[config.mk]
export PLATFORM = sky130hd
export DESIGN_NAME = sample_stream_deframer
export DESIGN_NICKNAME = d
export VERILOG_FILES = /design/src/rtl/sample_stream_deframer_pkg.sv /design/src/rtl/sample_fifo.sv /design/src/rtl/sample_stream_deframer.sv
export SDC_FILE = /design/constraint.sdc
export NUM_CORES = 1
export LEC_CHECK = 0
export ABC_CLOCK_PERIOD_IN_PS = 2640
export CAP_MARGIN = 20
export CELL_PAD_IN_SITES_DETAIL_PLACEMENT = 2
export CELL_PAD_IN_SITES_GLOBAL_PLACEMENT = 2
export CORE_ASPECT_RATIO = 0.7
export CORE_MARGIN = 4
export CORE_UTILIZATION = 37
export DETAILED_ROUTE_END_ITERATION = 10
export MAX_ROUTING_LAYER = met4
export PLACE_DENSITY_LB_ADDON = 0.1
export SLEW_MARGIN = 10
export SYNTH_ARGS = -nofsm -noshare
export SYNTH_HDL_FRONTEND = slang
export SYNTH_SLANG_ARGS = --single-unit
[constraint.sdc]
create_clock -name clk_i -period 2.64 [get_ports clk_i]
set_clock_uncertainty 0.15 [all_clocks]
set_input_delay 0.264 -clock clk_i [delete_from_list [all_inputs] [get_ports clk_i]]
set_output_delay 0.264 -clock clk_i [all_outputs]
set_load 0.02 [all_outputs]
[src/rtl/sample_stream_deframer_pkg.sv]
// Shared framing constants and FSM encoding for the FT2232H 2-byte sample link.
// Frame layout: byte0 = {SYNC_HI, s[13:7]}, byte1 = {SYNC_LO, s[6:0]}.
package sample_stream_deframer_pkg;

  localparam int   SAMPLE_W = 14;
  localparam int   HALF_W   = 7;
  localparam int   SYNC_BIT = 7;
  localparam logic SYNC_HI  = 1'b1;
  localparam logic SYNC_LO  = 1'b0;

  typedef enum logic {
    ST_HUNT    = 1'b0,
    ST_WAIT_LO = 1'b1
  } state_t;

  // Reassemble a sample from its two 7-bit halves.
  function automatic logic [SAMPLE_W-1:0] join_halves(input logic [HALF_W-1:0] hi,
                                                      input logic [HALF_W-1:0] lo);
    return {hi, lo};
  endfunction

endpackage

[src/rtl/sample_fifo.sv]
// Synchronous first-word-fall-through FIFO. DEPTH must be a power of two (>= 2)
// so the pointers wrap naturally. Head data reads as zero while empty.
module sample_fifo #(
  parameter int WIDTH = 14,
  parameter int DEPTH = 4
) (
  input  logic                       clk_i,
  input  logic                       reset_ni,
  input  logic                       push,
  input  logic [WIDTH-1:0]           push_data,
  input  logic                       pop,
  output logic [WIDTH-1:0]           pop_data,
  output logic [$clog2(DEPTH):0]     level,
  output logic                       full,
  output logic                       empty
);

  localparam int PTR_W = $clog2(DEPTH);
  localparam int LVL_W = PTR_W + 1;

  logic [WIDTH-1:0] mem [DEPTH];
  logic [PTR_W-1:0] wr_ptr;
  logic [PTR_W-1:0] rd_ptr;
  logic             do_push;
  logic             do_pop;

  assign full     = (level == LVL_W'(DEPTH));
  assign empty    = (level == '0);
  assign do_pop   = pop && !empty;
  // A full FIFO still accepts a push when the head leaves in the same cycle.
  assign do_push  = push && (!full || do_pop);
  assign pop_data = empty ? '0 : mem[rd_ptr];

  // Storage write.
  // NOTE: the data array has no reset; validity is tracked by level, so resetting it only costs area.
  always_ff @(posedge clk_i) begin
    if (do_push) mem[wr_ptr] <= push_data;
  end

  // Pointer and occupancy bookkeeping.
  // NOTE: sequential state uses non-blocking assignments so every register samples pre-edge values.
  always_ff @(posedge clk_i or negedge reset_ni) begin
    if (!reset_ni) begin
      wr_ptr <= '0;
      rd_ptr <= '0;
      level  <= '0;
    end else begin
      if (do_push) wr_ptr <= wr_ptr + PTR_W'(1);
      if (do_pop)  rd_ptr <= rd_ptr + PTR_W'(1);
      case ({do_push, do_pop})
        2'b10:   level <= level + LVL_W'(1);
        2'b01:   level <= level - LVL_W'(1);
        default: level <= level;
      endcase
    end
  end

endmodule

[src/rtl/sample_stream_deframer.sv]
// Receive-side deframer for the FT2232H sample link: rebuilds 14-bit DAC samples
// from byte pairs, resyncs on framing errors, drops stalled frames after a timeout,
// buffers samples in a FWFT FIFO and stretches errors onto an LED.
// Optional: define DEFRAMER_STATS_EN to add saturating error/overflow counters.
module sample_stream_deframer
  import sample_stream_deframer_pkg::*;
#(
  parameter int FIFO_DEPTH  = 4,
  parameter int TIMEOUT_CYC = 1024,
  parameter int ERR_HOLD    = 7200000
) (
  input  logic                          clk_i,
  input  logic                          reset_ni,
  input  logic [7:0]                    rx_data_i,
  input  logic                          rx_valid_i,
  output logic [SAMPLE_W-1:0]           sample_o,
  output logic                          sample_valid_o,
  input  logic                          sample_ready_i,
  output logic [$clog2(FIFO_DEPTH):0]   fifo_level_o,
  output logic                          frame_err_o,
  output logic                          overflow_o,
  output logic                          led_rxerr_o
`ifdef DEFRAMER_STATS_EN
  ,
  output logic [15:0]                   frame_err_cnt_o,
  output logic [15:0]                   overflow_cnt_o
`endif
);

  localparam int TIMER_W = (TIMEOUT_CYC > 1) ? $clog2(TIMEOUT_CYC) : 1;
  localparam int LED_W   = $clog2(ERR_HOLD + 1);

  state_t              state, state_next;
  logic [HALF_W-1:0]   hi, hi_next;
  logic [TIMER_W-1:0]  timer, timer_next;
  logic                push;
  logic                err_evt;
  logic                ovf_evt;
  logic                fifo_full;
  logic                fifo_empty;
  logic [LED_W-1:0]    led_cnt;

  // Frame recognition: next state, held high half, timeout timer, push and error strobes.
  // NOTE: every output of this block gets a default first, so no path can infer a latch.
  always_comb begin
    state_next = state;
    hi_next    = hi;
    timer_next = timer;
    push       = 1'b0;
    err_evt    = 1'b0;
    case (state)
      ST_HUNT: begin
        if (rx_valid_i) begin
          if (rx_data_i[SYNC_BIT] == SYNC_HI) begin
            hi_next    = rx_data_i[HALF_W-1:0];
            timer_next = '0;
            state_next = ST_WAIT_LO;
          end else begin
            err_evt = 1'b1;
          end
        end
      end
      ST_WAIT_LO: begin
        if (rx_valid_i) begin
          if (rx_data_i[SYNC_BIT] == SYNC_LO) begin
            push       = 1'b1;
            state_next = ST_HUNT;
          end else begin
            // A second byte0 restarts the frame with the new high half.
            err_evt    = 1'b1;
            hi_next    = rx_data_i[HALF_W-1:0];
            timer_next = '0;
          end
        end else if (timer == TIMER_W'(TIMEOUT_CYC - 1)) begin
          err_evt    = 1'b1;
          state_next = ST_HUNT;
        end else begin
          timer_next = timer + TIMER_W'(1);
        end
      end
    endcase
  end

  // A completed sample is lost only when the FIFO is full and the head is not leaving.
  assign ovf_evt = push && fifo_full && !sample_ready_i;

  // Frame FSM registers and registered error pulses.
  always_ff @(posedge clk_i or negedge reset_ni) begin
    if (!reset_ni) begin
      state       <= ST_HUNT;
      hi          <= '0;
      timer       <= '0;
      frame_err_o <= 1'b0;
      overflow_o  <= 1'b0;
    end else begin
      state       <= state_next;
      hi          <= hi_next;
      timer       <= timer_next;
      frame_err_o <= err_evt;
      overflow_o  <= ovf_evt;
    end
  end

  sample_fifo #(
    .WIDTH (SAMPLE_W),
    .DEPTH (FIFO_DEPTH)
  ) u_fifo (
    .clk_i     (clk_i),
    .reset_ni  (reset_ni),
    .push      (push),
    .push_data (join_halves(hi, rx_data_i[HALF_W-1:0])),
    .pop       (sample_ready_i),
    .pop_data  (sample_o),
    .level     (fifo_level_o),
    .full      (fifo_full),
    .empty     (fifo_empty)
  );

  assign sample_valid_o = !fifo_empty;

  // LED stretch: reload on any error pulse, otherwise count down to zero.
  always_ff @(posedge clk_i or negedge reset_ni) begin
    if (!reset_ni) begin
      led_cnt <= '0;
    end else if (frame_err_o || overflow_o) begin
      led_cnt <= LED_W'(ERR_HOLD);
    end else if (led_cnt != '0) begin
      led_cnt <= led_cnt - LED_W'(1);
    end
  end

  assign led_rxerr_o = (led_cnt != '0);

`ifdef DEFRAMER_STATS_EN
  // Saturating event counters for link diagnostics.
  always_ff @(posedge clk_i or negedge reset_ni) begin
    if (!reset_ni) begin
      frame_err_cnt_o <= '0;
      overflow_cnt_o  <= '0;
    end else begin
      if (frame_err_o && (frame_err_cnt_o != 16'hFFFF)) frame_err_cnt_o <= frame_err_cnt_o + 16'd1;
      if (overflow_o  && (overflow_cnt_o  != 16'hFFFF)) overflow_cnt_o  <= overflow_cnt_o  + 16'd1;
    end
  end
`endif

endmodule

==> flow_summary.json, run 1 <==
{
  "cp_slowest_cell": "clkdlybuf4s50_1",
  "ff2ff_path_depth": 5,
  "num_vias": 2977,
  "track_usage": 0.176,
  "critPathRequiredTime_ps": 2230,
  "seq_area_frac_synth": 0.639,
  "place_ws_ps": 88.4,
  "intPower_mw": 3.56,
  "die_area_mm2": 0.0143,
  "worst_skew_pair.late_latency_ps": 340,
  "synthCells": 333,
  "slew_headroom": 0.448,
  "yosys.cell_types.count": 43,
  "status": "finished clean",
  "dpl.hpwl_um": 7690,
  "hold_class": "flop to flop",
  "postCtsSetupRepairBufs": 0,
  "worst-path-stages": 4,
  "overflow": 0,
  "port_buffers": 32,
  "grt_max_degree": 51,
  "grt_pass1_vias": 3315,
  "ant_nets": 0,
  "diodes": 0,
  "rsz0062_at_grt": "no",
  "drc": 0,
  "start_util": 0.385,
  "htreeDepth": 3,
  "dieHeight_um": 101,
  "path_max_fanout": 16,
  "crit_family": "buffers and inverters",
  "drv_cap": 0,
  "p_seq_frac": 0.404,
  "mostFrequentLayoutCells": "edfxtp_1, dfrtp_1, clkdlybuf4s50_1",
  "routed_wirelength_um": 11200,
  "fin_ws_ps": 85.0,
  "gp_congestion": 0.790,
  "boundaryPins": 33,
  "slew_viol_final": 0,
  "critPathArrivalTime_ps": 2140,
  "grt_pass1_wl_um": 18600,
  "hold_path_depth": 1,
  "synth_seq_cells": 106,
  "cts_max_path_buffers": 2,
  "setup_violations": 0,
  "cts-root-buf": "clkbuf_16",
  "avgRoutedWirePerCell_um": 20.2,
  "synthFlopType": "edfxtp_1",
  "power_density_mw_per_mm2": 933,
  "cts_num_sinks": 106,
  "end_kind": "primary output",
  "max_stage_delay_ps": 540,
  "pwr-share-comb": 0.344,
  "drt_iter0_drc": 141,
  "critPathBufInv": 2,
  "syn_area_per_cell_um2": 13.8,
  "viasPerCell": 5.37,
  "max_freq_ghz": 0.391,
  "hold_viol_final": 0,
  "cts_tree": "done",
  "row_count": 33,
  "mostFrequentLayoutCell": "edfxtp_1",
  "async_flop_share": 0.472,
  "fin_crit_sh": 0.968,
  "core_area_mm2": 0.0119,
  "path_cells": "buf_12 > mux4_2 > and2_1 > clkdlybuf4s50_1",
  "antenna_found_initial": 0,
  "cts_buffers": 9,
  "clkPwrFrac": 0.252,
  "peakVddDrop_v": 0.000410,
  "syn2layout_area_growth_pct": 21.3,
  "cts.clk_slew.worst_paths_ps": 70,
  "syn_nets": 353,
  "switchingPower_mw": 1.64,
  "drive_above_1_share": 0.169,
  "yosys_warnings": 0,
  "p_sw_frac": 0.316,
  "tightest_slew_ps": 821,
  "synth_edf_count": 56,
  "nNetsFinal": 412,
  "tns_ps": 0,
  "synth_area_mm2": 0.00459,
  "startpoint_type": "flop",
  "crit_type": "flop to primary output",
  "p_leak_nw": 2.06,
  "finalCriticalPeriod_ps": 2550,
  "drt-pass1-iter-count": 4,
  "fp.dieW_um": 141
}
per-layer routing:
layer  up-vias  wire length [µm]  GRT usage
met1      1567              5490      0.237
met4         0                81     0.0357
met5         -                 0          -
met3         8               259     0.0359
met2        40              5350      0.281
li1       1362                 -          -
stage by stage:
step / hold slack [ps] / util / power [mW] / instance area (µm²) / cells
floorplan: -182 / - / 3.15 / 4590 / 333
global placement: 297 / 0.441 / 3.88 / 5260 / 537
detailed placement: 296 / 0.441 / 3.94 / 5260 / 537
CTS: 333 / 0.466 / 5.28 / 5560 / 554
global route: 374 / 0.466 / 5.52 / 5570 / 554
finish: 335 / 0.466 / 5.19 / 5570 / 554
cells in the mapped netlist (2+ instances only):
| cell type | number | area, µm² |
|---|---|---|
| nor2b_1 | 3 | 18.8 |
| and3_1 | 6 | 37.5 |
| o211ai_1 | 2 | 15.0 |
| a211oi_1 | 2 | 15.0 |
| and4_1 | 2 | 17.5 |
| and2_1 | 19 | 119 |
| nor4b_1 | 2 | 17.5 |
| nand4_1 | 2 | 12.5 |
| nand2_1 | 23 | 86.3 |
| xnor2_1 | 8 | 70.1 |
| edfxtp_1 | 56 | 1680 |
| a2111oi_0 | 2 | 17.5 |
| xor2_1 | 11 | 96.3 |
| o31ai_1 | 5 | 37.5 |
| a31oi_1 | 5 | 31.3 |
| mux4_2 | 14 | 315 |
| dfrtp_1 | 50 | 1250 |
| nor4_1 | 5 | 31.3 |
| or3_1 | 5 | 31.3 |
| or2_2 | 2 | 12.5 |
| nor3_1 | 5 | 25.0 |
| inv_1 | 10 | 37.5 |
| nand3_1 | 9 | 45.0 |
| a21oi_1 | 10 | 50.1 |
| clkbuf_1 | 8 | 30.0 |
| nor2_1 | 20 | 75.1 |
| o21ai_1 | 2 | 10.0 |
| o21ai_0 | 9 | 45.0 |
| ha_1 | 7 | 87.6 |
| a41oi_1 | 2 | 17.5 |
| mux2_2 | 7 | 78.8 |
| or4_1 | 7 | 52.6 |
| mux2i_1 | 3 | 30.0 |
final cells by class:
| type | instances | area [µm²] |
|---|---|---|
| inverters | 10 | 37.5 |
| well taps | 157 | 196 |
| multi-input cells | 207 | 1590 |
| clock inverters | 5 | 55.1 |
| repair buffers | 58 | 523 |
| clock buffers | 11 | 233 |
| fillers | 1156 | 6370 |
| flip-flops and latches | 106 | 2930 |
timing repair:
action                                  in CTS  in global routing
resized for setup                            2                  4
hold buffers                                 1                  0
endpoints found under the hold margin       50                  0
endpoints found under the setup margin       1                  3
cells by family (layout without fill, tap and decap cells):
group                      count (synthesis)  in the layout  share of synthesized area
AOI/OAI and AO/OA                         44             44                     0.0614
xor gates and xnor gates                  19             19                     0.0363
adders and majority gates                  8              8                     0.0235
buffers and inverters                     20             84                     0.0166
DFF                                      106            106                      0.639
muxes                                     24             24                     0.0924
and+or+nand+nor                          112            112                      0.131
power by group through the flow:
stage / logic [mW] / clock network [mW] / registers [mW]
6_report: 1.78 / 1.31 / 2.10
5_1_grt: 1.96 / 1.43 / 2.13
4_1_cts: 1.83 / 1.35 / 2.10
3_5_place_dp: 1.81 / 0 / 2.13
3_3_place_gp: 1.76 / 0 / 2.12
2_1_floorplan: 1.02 / 0 / 2.13
worst paths after layout:
path / slack (ps) / to / startpoint
hold / removal: 340 / timer[8]$_DFFE_PN0P_ / timer[8]$_DFFE_PN0P_
max in group asynchronous: 1420 / led_cnt[18]$_DFFE_PN0P_ / reset_ni
setup reg to reg: 110 / led_cnt[21]$_DFFE_PN0P_ / led_cnt[11]$_DFFE_PN0P_
hold reg to reg: 340 / timer[8]$_DFFE_PN0P_ / timer[8]$_DFFE_PN0P_
setup / recovery: 90 / sample_o[11] / u_fifo.rd_ptr[0]$_DFFE_PN0P_
min in group asynchronous: 420 / timer[0]$_DFFE_PN0P_ / reset_ni
registers in the layout, indices dropped and copies added (netlist names):
name           flops
state              1
hi                 7
timer             10
u_fifo.wr_ptr      2
u_fifo.level       3
overflow_o         1
frame_err_o        1
led_cnt           23
u_fifo.mem        56
u_fifo.rd_ptr      2
Power figures use the tool's default switching activity.
==> run 2: changes to the inputs <==
CAP_MARGIN = default   (was 20)
==> results of run 2 <==
No change in the layout: final DEF, timing and power equal those of run 1.
==> run 3: changes to the inputs <==
--- a/config.mk
+++ b/config.mk
@@ -7,2 +7,3 @@
 export LEC_CHECK = 0
+export ABC_AREA = 1
 export ABC_CLOCK_PERIOD_IN_PS = 2640
@@ -12,3 +13,3 @@
 export CORE_MARGIN = 4
-export CORE_UTILIZATION = 37
+export CORE_UTILIZATION = 33
 export DETAILED_ROUTE_END_ITERATION = 10
==> constraint.sdc (replaced) <==
create_clock -name clk_i -period 2.64 [get_ports clk_i]
set_clock_uncertainty 0.15 [all_clocks]
set_input_delay 0.66 -clock clk_i [delete_from_list [all_inputs] [get_ports clk_i]]
set_output_delay 0.66 -clock clk_i [all_outputs]
set_load 0.02 [all_outputs]
==> run 3 against run 2 <==
- cell count rose by 50%
- wire length grew 38%
- synthesized area increased by 10%
- highest routed layer unchanged
- critical endpoint is now sample_o[0]
==> flow_summary.json, run 3 <==
{
  "syn_area_per_cell_um2": 8.96,
  "end_kind": "primary output",
  "switchingPower_mw": 2.34,
  "hold_path_depth": 2,
  "startpoint_type": "flop",
  "largest_reg_flops": 56,
  "yosys.cell_types.count": 32,
  "grt_pass1_vias": 4629,
  "clkPwrFrac": 0.232,
  "yosys_warnings": 0,
  "start_util": 0.341,
  "port_buffers": 32,
  "intPower_mw": 3.50,
  "overflow": 0,
  "routed_wirelength_um": 15400,
  "drt_iter0_drc": 202,
  "synth_edf_count": 56,
  "rr_startpoint": "u_fifo.level[0]$_DFFE_PN0P_",
  "worst_skew_pair.late_latency_ps": 350,
  "slew_viol_final": 0,
  "cts_tree": "done",
  "cts_buffers": 9,
  "synthFlopType": "edfxtp_1",
  "reg_top3": "u_fifo.mem (56), led_cnt (23), timer (10)",
  "whs_ps": 330,
  "critPathArrivalTime_ps": 1720,
  "diodes": 0,
  "mostFrequentLayoutCells": "nand2_1, nor2_1, inv_1",
  "antenna_found_initial": 0,
  "cts_max_path_buffers": 2,
  "regMostFlops": "u_fifo.mem",
  "row_count": 37,
  "p_leak_nw": 2.69,
  "hold_end": "led_cnt[22]$_DFFE_PN0P_",
  "synth_seq_cells": 106,
  "drv_cap": 0,
  "netlist_top_cells_count": "nand2_1, nor2_1, inv_1",
  "yosysMostFrequentCell": "nand2_1",
  "peakVddDrop_v": 0.000315,
  "syn_nets": 585,
  "die_area_mm2": 0.0174,
  "cts_num_sinks": 106,
  "synth_area_mm2": 0.00506,
  "p_seq_frac": 0.368,
  "ff2ff_path_depth": 11,
  "setup_violations": 0,
  "status": "finished clean",
  "netlist_top_cells_area": "edfxtp_1, dfrtp_1, nand2_1, nor2_1, inv_1",
  "seq_area_frac_synth": 0.579,
  "crit_type": "flop to primary output",
  "core_area_mm2": 0.0149,
  "avgRoutedWirePerCell_um": 18.6,
  "hold_class": "flop to flop",
  "critPathRequiredTime_ps": 1830,
  "power_density_mw_per_mm2": 940,
  "pwr-share-comb": 0.400,
  "hold_viol_final": 0,
  "gp_congestion": 0.780,
  "tightest_slew_ps": 461,
  "hp-start": "led_cnt[22]$_DFFE_PN0P_",
  "cts.clk_slew.worst_paths_ps": 80,
  "regToRegSetupSlack_ps": 400,
  "dpl.hpwl_um": 11400,
  "p_sw_frac": 0.401,
  "synth_top_area_share": 0.332,
  "grt_pass1_wl_um": 25500,
  "boundaryPins": 33,
  "drt-pass1-iter-count": 4,
  "max_freq_ghz": 0.395,
  "mostFrequentLayoutCell": "nand2_1",
  "viasPerCell": 4.95,
  "total_power_mw": 5.84,
  "drc": 0,
  "drive_above_1_share": 0.138,
  "htreeDepth": 3,
  "syn2layout_area_growth_pct": 22.6,
  "slew_headroom": 0.691,
  "rsz0062_at_grt": "no",
  "nNetsFinal": 651,
  "r2r-end": "u_fifo.level[2]$_DFFE_PN0P_",
  "synthCells": 565,
  "grt_max_degree": 44,
  "path_max_fanout": 10,
  "dieHeight_um": 112,
  "ant_nets": 0,
  "n_fill_cell": 1666,
  "yosysTopAreaCell": "edfxtp_1",
  "fin_crit_sh": 0.958,
  "num_vias": 4114,
  "async_flop_share": 0.472,
  "track_usage": 0.192,
  "fp.dieW_um": 156,
  "cts-root-buf": "clkbuf_16",
  "finalCriticalPeriod_ps": 2530
}
[run 3: metrics by stage]
stage          utilization  instances  setup slack (ps)  cell area, µm²  setup TNS, ps
3_3_place_gp         0.398        813              -161            5920          -5880
2_1_floorplan            -        565               278            5060              0
6_report             0.418        831               111            6210              0
5_1_grt              0.418        831              3.51            6210              0
4_1_cts              0.420        831              4.72            6240              0
3_5_place_dp         0.398        813              -361            5920         -10760
[run 3: power by group through the flow]
stage	sequential [mW]	combinational (mW)	clock (mW)
detailed placement	2.18	2.46	0
global placement	2.16	2.33	0
CTS	2.15	2.39	1.39
finish	2.15	2.34	1.35
global route	2.18	2.61	1.48
floorplan	2.15	1.32	0
[run 3: kinds of logic after synthesis]
logic type | Yosys count | share of synthesized area
AO/OA/AOI/OAI | 70 | 0.0722
adder cells (fa/ha/maj) | 8 | 0.0212
flip-flops | 106 | 0.579
AND/OR/NAND/NOR | 303 | 0.263
XOR/XNOR | 5 | 0.00865
buffers and inverters | 73 | 0.0556
[run 3: critical path: stages, from the launching register on]
cell,delay [ps]
dfrtp_2,440
buf_4,200
nor2_1,60
nor2_1,100
o21ai_0,90
a21oi_1,140
dlygate4sd2_1,350
[run 3: worst max path at each step]
stage,start,end
floorplan,rx_valid_i,u_fifo.mem[0][0]$_DFFE_PP_
global route,u_fifo.rd_ptr[0]$_DFFE_PN0P_,sample_o[0]
CTS,rx_valid_i,u_fifo.level[1]$_DFFE_PN0P_
finish,u_fifo.rd_ptr[0]$_DFFE_PN0P_,sample_o[0]
detailed placement,rx_valid_i,u_fifo.level[1]$_DFFE_PN0P_
global placement,rx_valid_i,u_fifo.level[1]$_DFFE_PN0P_
[run 3: layout make-up]
class | instances | area (µm²) | share of cell area
sequential | 106 | 2930 | 0.473
clock buffer | 9 | 225 | 0.0363
timing repair buffer | 67 | 638 | 0.103
multi-input combinational | 386 | 1860 | 0.299
inverter | 61 | 235 | 0.0379
clock inverter | 7 | 73.8 | 0.0119
tap | 195 | 244 | 0.0393
[run 3: what timing repair did]
action / 4_1_cts / 5_1_grt
cloned: 0 / 0
hold endpoints to repair: 1 / 0
setup endpoints to repair: 16 / 14
gates resized for setup: 19 / 26
setup buffers: 1 / 0
pin swaps: 0 / 1
hold buffers: 1 / 0
[run 3: layer usage]
layer	up-vias	part of all wire	track usage
li1	1968	-	-
met1	2094	0.48	0.259
met2	42	0.49	0.309
met3	10	0.027	0.0311
met4	0	0.0073	0.0344
met5	-	0	-
